$ cat src/rtl/fetch_pkg.sv
// Shared types and constants for the fetch sequencer: FSM states, opcode
// encodings and instruction field positions.
package fetch_pkg;

    typedef enum logic [2:0] {
        S_IDLE   = 3'd0,
        S_FETCH  = 3'd1,
        S_WAIT   = 3'd2,
        S_DECIDE = 3'd3,
        S_ISSUE  = 3'd4,
        S_CWAIT  = 3'd5,
        S_SETTLE = 3'd6,
        S_HALT   = 3'd7
    } state_e;

    localparam int OPC_W  = 4;
    localparam int OPC_HI = 15;
    localparam int OPC_LO = 12;
    localparam int TGT_HI = 9;
    localparam int TGT_LO = 0;
    localparam int OFS_HI = 7;
    localparam int OFS_LO = 0;
    localparam int OFS_W  = 8;

    localparam logic [OPC_W-1:0] OP_J    = 4'hA;
    localparam logic [OPC_W-1:0] OP_BEQZ = 4'hB;
    localparam logic [OPC_W-1:0] OP_JAL  = 4'hC;
    localparam logic [OPC_W-1:0] OP_RET  = 4'hD;
    localparam logic [OPC_W-1:0] OP_HALT = 4'hF;

endpackage

$ cat src/rtl/fetch_sequencer_return_stack.sv
// Circular return-address stack for JAL/RET; a push when full overwrites the
// oldest entry. Instantiated only when FETCH_CALL_STACK_EN is defined.
module return_stack #(
    parameter int DEPTH = 4,
    parameter int AW    = 10
) (
    input  logic          clk,
    input  logic          Clear_n,
    input  logic          push,
    input  logic          pop,
    input  logic [AW-1:0] push_addr,
    output logic [AW-1:0] top_addr,
    output logic          empty
);
    localparam int PW = (DEPTH > 1) ? $clog2(DEPTH) : 1;
    localparam int CW = $clog2(DEPTH + 1);
    localparam logic [PW-1:0] LAST_IDX = PW'(DEPTH - 1);
    localparam logic [CW-1:0] FULL_CNT = CW'(DEPTH);

    logic [AW-1:0] mem_q [DEPTH];
    logic [AW-1:0] mem_d [DEPTH];
    logic [PW-1:0] wr_ptr_q, wr_ptr_d;
    logic [PW-1:0] top_ptr_s;
    logic [CW-1:0] count_q, count_d;
    logic          full_s;

    assign top_ptr_s = (wr_ptr_q == {PW{1'b0}}) ? LAST_IDX : wr_ptr_q - PW'(1'b1);
    assign top_addr  = mem_q[top_ptr_s];
    assign empty     = (count_q == {CW{1'b0}});
    assign full_s    = (count_q == FULL_CNT);

    // Next pointer/count/storage; the write pointer wraps so a full push lands on the oldest slot.
    always_comb begin
        mem_d    = mem_q;
        wr_ptr_d = wr_ptr_q;
        count_d  = count_q;
        if (push) begin
            mem_d[wr_ptr_q] = push_addr;
            wr_ptr_d = (wr_ptr_q == LAST_IDX) ? {PW{1'b0}} : wr_ptr_q + PW'(1'b1);
            if (!full_s) begin
                count_d = count_q + CW'(1'b1);
            end else begin
                count_d = count_q;
            end
        end else if (pop && !empty) begin
            wr_ptr_d = top_ptr_s;
            count_d  = count_q - CW'(1'b1);
        end else begin
            wr_ptr_d = wr_ptr_q;
        end
    end

    // Stack state register with synchronous clear.
    always_ff @(posedge clk) begin
        if (!Clear_n) begin
            wr_ptr_q <= {PW{1'b0}};
            count_q  <= {CW{1'b0}};
            for (int i = 0; i < DEPTH; i++) begin
                mem_q[i] <= {AW{1'b0}};
            end
        end else begin
            wr_ptr_q <= wr_ptr_d;
            count_q  <= count_d;
            mem_q    <= mem_d;
        end
    end

endmodule

$ cat src/rtl/fetch_sequencer.sv
// Fetch/issue sequencer closing the PC loop (ROM read, decode handshake, local
// jump/branch/halt). FETCH_CALL_STACK_EN adds JAL/RET with a return stack.
module fetch_sequencer
    import fetch_pkg::*;
#(
    parameter int AW = 10,
    parameter int DW = 16
`ifdef FETCH_CALL_STACK_EN
    ,
    parameter int STACK_DEPTH = 4
`endif
) (
    input  logic          clk,
    input  logic          Clear_n,
    input  logic [AW-1:0] Caddr,
    output logic          imem_en,
    output logic [AW-1:0] imem_addr,
    input  logic [DW-1:0] imem_rdata,
    output logic [DW-1:0] instr,
    output logic          instr_valid,
    input  logic          instr_ready,
    input  logic          cond_valid,
    input  logic          cond_zero,
    output logic          pc_adv,
    output logic          Jflag,
    output logic [AW-1:0] Jaddr,
    output logic          halted
);
    state_e         state_q, state_d;
    logic [DW-1:0]  instr_q, instr_d;
    logic           imem_en_q, imem_en_d;
    logic           instr_valid_q, instr_valid_d;
    logic           pc_adv_q, pc_adv_d;
    logic           jflag_q, jflag_d;
    logic [AW-1:0]  jaddr_q, jaddr_d;
    logic           halted_q, halted_d;

    logic [OPC_W-1:0] opcode_s;
    logic [AW-1:0]    jump_tgt_s;
    logic [AW-1:0]    branch_tgt_s;

    assign opcode_s     = instr_q[OPC_HI:OPC_LO];
    assign jump_tgt_s   = AW'(instr_q[TGT_HI:TGT_LO]);
    assign branch_tgt_s = Caddr + {{(AW-OFS_W){instr_q[OFS_HI]}}, instr_q[OFS_HI:OFS_LO]};

`ifdef FETCH_CALL_STACK_EN
    logic          stack_push_s, stack_pop_s, stack_empty_s;
    logic [AW-1:0] stack_top_s;
    logic [AW-1:0] ret_addr_s;

    assign ret_addr_s = Caddr + AW'(1'b1);

    return_stack #(
        .DEPTH (STACK_DEPTH),
        .AW    (AW)
    ) u_return_stack (
        .clk       (clk),
        .Clear_n   (Clear_n),
        .push      (stack_push_s),
        .pop       (stack_pop_s),
        .push_addr (ret_addr_s),
        .top_addr  (stack_top_s),
        .empty     (stack_empty_s)
    );
`endif

    // The PC only moves on the SETTLE->FETCH edge, so the ROM address is taken live from Caddr in FETCH.
    assign imem_en     = imem_en_q;
    assign imem_addr   = imem_en_q ? Caddr : {AW{1'b0}};
    assign instr       = instr_q;
    assign instr_valid = instr_valid_q;
    assign pc_adv      = pc_adv_q;
    assign Jflag       = jflag_q;
    assign Jaddr       = jaddr_q;
    assign halted      = halted_q;

    // Next-state and next-output logic; PC requests are single-cycle pulses into SETTLE.
    always_comb begin
        state_d  = state_q;
        instr_d  = instr_q;
        pc_adv_d = 1'b0;
        jflag_d  = 1'b0;
        jaddr_d  = {AW{1'b0}};
`ifdef FETCH_CALL_STACK_EN
        stack_push_s = 1'b0;
        stack_pop_s  = 1'b0;
`endif
        case (state_q)
            S_IDLE:  state_d = S_FETCH;
            S_FETCH: state_d = S_WAIT;
            S_WAIT: begin
                instr_d = imem_rdata;
                state_d = S_DECIDE;
            end
            S_DECIDE: begin
                case (opcode_s)
                    OP_J: begin
                        jflag_d = 1'b1;
                        jaddr_d = jump_tgt_s;
                        state_d = S_SETTLE;
                    end
                    OP_BEQZ: state_d = S_CWAIT;
                    OP_HALT: state_d = S_HALT;
`ifdef FETCH_CALL_STACK_EN
                    OP_JAL: begin
                        stack_push_s = 1'b1;
                        jflag_d      = 1'b1;
                        jaddr_d      = jump_tgt_s;
                        state_d      = S_SETTLE;
                    end
                    OP_RET: begin
                        if (!stack_empty_s) begin
                            stack_pop_s = 1'b1;
                            jflag_d     = 1'b1;
                            jaddr_d     = stack_top_s;
                            state_d     = S_SETTLE;
                        end else begin
                            state_d = S_ISSUE;
                        end
                    end
`endif
                    default: state_d = S_ISSUE;
                endcase
            end
            S_ISSUE: begin
                if (instr_ready) begin
                    pc_adv_d = 1'b1;
                    state_d  = S_SETTLE;
                end else begin
                    state_d = S_ISSUE;
                end
            end
            S_CWAIT: begin
                if (cond_valid) begin
                    if (cond_zero) begin
                        jflag_d = 1'b1;
                        jaddr_d = branch_tgt_s;
                    end else begin
                        pc_adv_d = 1'b1;
                    end
                    state_d = S_SETTLE;
                end else begin
                    state_d = S_CWAIT;
                end
            end
            S_SETTLE: state_d = S_FETCH;
            S_HALT:   state_d = S_HALT;
            default:  state_d = S_IDLE;
        endcase
        imem_en_d     = (state_d == S_FETCH);
        instr_valid_d = (state_d == S_ISSUE);
        halted_d      = (state_d == S_HALT);
    end

    // State and output registers; reset discards any pending instruction.
    always_ff @(posedge clk) begin
        if (!Clear_n) begin
            state_q       <= S_IDLE;
            instr_q       <= {DW{1'b0}};
            imem_en_q     <= 1'b0;
            instr_valid_q <= 1'b0;
            pc_adv_q      <= 1'b0;
            jflag_q       <= 1'b0;
            jaddr_q       <= {AW{1'b0}};
            halted_q      <= 1'b0;
        end else begin
            state_q       <= state_d;
            instr_q       <= instr_d;
            imem_en_q     <= imem_en_d;
            instr_valid_q <= instr_valid_d;
            pc_adv_q      <= pc_adv_d;
            jflag_q       <= jflag_d;
            jaddr_q       <= jaddr_d;
            halted_q      <= halted_d;
        end
    end

endmodule

$ cat config.mk
export PLATFORM = sky130hd
export DESIGN_NAME = fetch_sequencer
export DESIGN_NICKNAME = d
export VERILOG_FILES = /design/src/rtl/fetch_pkg.sv /design/src/rtl/fetch_sequencer_return_stack.sv /design/src/rtl/fetch_sequencer.sv
export SDC_FILE = /design/constraint.sdc
export NUM_CORES = 1
export LEC_CHECK = 0
export BUFFER_PORTS_ARGS = -buffer_cell sky130_fd_sc_hd__buf_2
export CORE_UTILIZATION = 51
export DETAILED_ROUTE_END_ITERATION = 8
export PLACE_DENSITY_LB_ADDON = 0.15
export SLEW_MARGIN = 20
export SYNTH_ARGS = -nofsm -noshare
export SYNTH_HDL_FRONTEND = slang
export SYNTH_SLANG_ARGS = --single-unit
$ cat constraint.sdc
create_clock -name clk -period 3.2 [get_ports clk]
set_input_delay 0.64 -clock clk [delete_from_list [all_inputs] [get_ports clk]]
set_output_delay 0.64 -clock clk [all_outputs]
set_load 0.005 [all_outputs]
==> metrics <==
largest family of logic cells by synthesized area simple AND/OR/NAND/NOR gates; final setup violating endpoints 0; Yosys top cell area share 38.4%; Residual DRC 0; number of vias per cell approximately 5.4; Crit path required time ~3500 ps; Vias 1747; Reg clk slew, reported paths 110 ps; die height ~61 um; fraction of layout cells with a size suffix above 1 29.9%; Setup crit end kind register; wire length per cell between 10 and 15 um; Die Wd ~61 um; antenna violations before repair 0; Synth Area in Simple Gates between 20 and 30%; Final Hold Fails 0; total gr overflow 0; CP Max Fanout 5; PortBufs between 70 and 80; CTS H-tree lvls 2; post-synthesis adder-cell area fraction about 7.5%; final antenna-violating net count 0; nets 318; Die Area 3710 um^2; CTS Root Cell clkbuf_4; # rows 21; dpl ws 876 ps; cell count after placement approximately 320; xor-xnor portion of the synthesized cell area between 2 and 3%; critical path class input port to register; # diodes 0; Min-Delay Path Class register to register; count leader, synth nand2_1; Synth area leader dfxtp_1; power density cells slightly above 500 nW/um^2; mux cell area share after synthesis less than 1%; leak pwr 1.10 nW; I/O pin count 72; CTS Sinks 34; CP startpoint kind input port; # resized after CTS 0; 1st-iter DRT viols 70; Mapped Area 1770 um^2; Synthesized Nets 249; worst slew pin tran roughly 900 ps; Clk Latency, worst-skew pair about 340 ps; clock buffer depth 2; Yosys reg bits 34; final hold slack 471 ps; RSZ-0062 raised after global routing false; largest net degree at the start of global routing 23; drt total wl 4130 um; Peak VDD IR 312 uV; number of enable flip-flop cells after synthesis 0; Post-synth ARST share 0%; Post CTS Setup Buffer Count 0; Fmax 508 MHz; sequential element share of the synthesized area 38.4%; Slew Limit Fails 0; post-layout minimum cycle time between 1500 and 2000 ps; syn avg cell area 8.51 um^2; GRT Total Usage 23.1%; clock skew around 10 ps; Num CTS Buffers 5; Placement Cell Area about 2100 um^2; Hold-fix buffers, CTS 0; Starting Density 53.1%; vias in the first global route 1445; synth cell count leaders nand2_1, dfxtp_1, a21boi_0, and2_1, nor2_1; synth unique cells 44; fin crit share 61.5%; CP Data Arrival Time approximately 2300 ps; filler cell count in the final layout 316; Core ar. 3340 um^2; max-cap violations 0; Synth Area in Compound Gates approximately a fifth; final worst setup slack between 1000 and 1500 ps; fin cells 324; final core occ 67.5%; DRT Pass-1 Iters 4; most common flop cell mapped by yosys dfxtp_1; Placer Congestion roughly 0.83; status finished clean; Area Growth Syn to Fin 27.3%; first-pass GRT wire length 6370 um; max_slew headroom 39.9%; Pwr Total between 1 and 1.5 mW; post-route setup TNS 0 ps; final instance area 2250 um^2; Post-Synthesis Cells ~210; Yosys warnings 0; CTS tree yes; Post-DP HPWL 2960 um; top post-synthesis cells by area dfxtp_1, nand2_1, ha_1
-- path summary, 6_finish.rpt --
path | depth (start not counted) | slack, ps | end | startpoint
hold / removal | 2 | 470 | instr[10]$_SDFFE_PN0P_ | instr[10]$_SDFFE_PN0P_
setup / recovery | 7 | 1230 | Jaddr[9]$_SDFF_PN0_ | Caddr[3]
setup reg to reg | 5 | 1240 | Jaddr[9]$_SDFF_PN0_ | state_q[1]$_SDFF_PN0_
hold reg to reg | 2 | 470 | instr[10]$_SDFFE_PN0P_ | instr[10]$_SDFFE_PN0P_
-- sequential cells by signal, summed over array words and instances (netlist names) --
name and count:
Jaddr 10, Jflag 1, halted 1, imem_en 1
instr 16, instr_valid 1, pc_adv 1, state_q 3
-- routing by layer --
metal	up-vias	share of wire, %	GRT usage [%]
li1	873	-	-
met1	794	48	32.1
met2	72	44	35.8
met3	8	6.0	4.48
met4	0	1.1	8.12
met5	-	0	0
-- report_power, final --
part           switching, mW  total, mW  internal, mW
registers             0.0433      0.495         0.452
clock network          0.153      0.418         0.265
logic                  0.125      0.241         0.116
-- critical path, stage by stage --
cell and delay [ps]:
buf_2 100, ha_1 360, a21o_1 200, a21oi_1 350
a211oi_1 150, or3_1 380, nand3_1 60
-- final cells by class --
class | count | area, um^2 | area share (%)
Clock buffer | 6 | 51.3 | 2.28
Clock inverter | 2 | 60.1 | 2.67
Inverter | 1 | 3.75 | 0.167
Multi-Input combinational cell | 162 | 1030 | 45.7
Sequential cell | 34 | 681 | 30.2
Tap cell | 46 | 57.6 | 2.55
Timing Repair Buffer | 73 | 370 | 16.4
-- cells in the final DEF (no fill, tap or decap), types with 5 or more instances in the layout --
cell type  instances
nand4_1            5
a21boi_0          13
nand3_1            6
buf_2             71
a21oi_1            8
a22oi_1            5
a21o_1             5
dfxtp_1           34
nand2_1           38
ha_1               9
and2_1            13
nor2_1            10
clkbuf_4           5
-- kinds of logic (layout without fill, tap and decap cells) --
| family | Yosys count | in the layout |
|---|---|---|
| AND/OR/NAND/NOR | 92 | 92 |
| AO/OA/AOI/OAI | 53 | 53 |
| flip-flops | 34 | 34 |
| buffers and inverters | 12 | 82 |
| adder cells (fa/ha/maj) | 10 | 10 |
| XOR/XNOR | 6 | 6 |
| multiplexers | 1 | 1 |
Power figures use the tool's default switching activity.
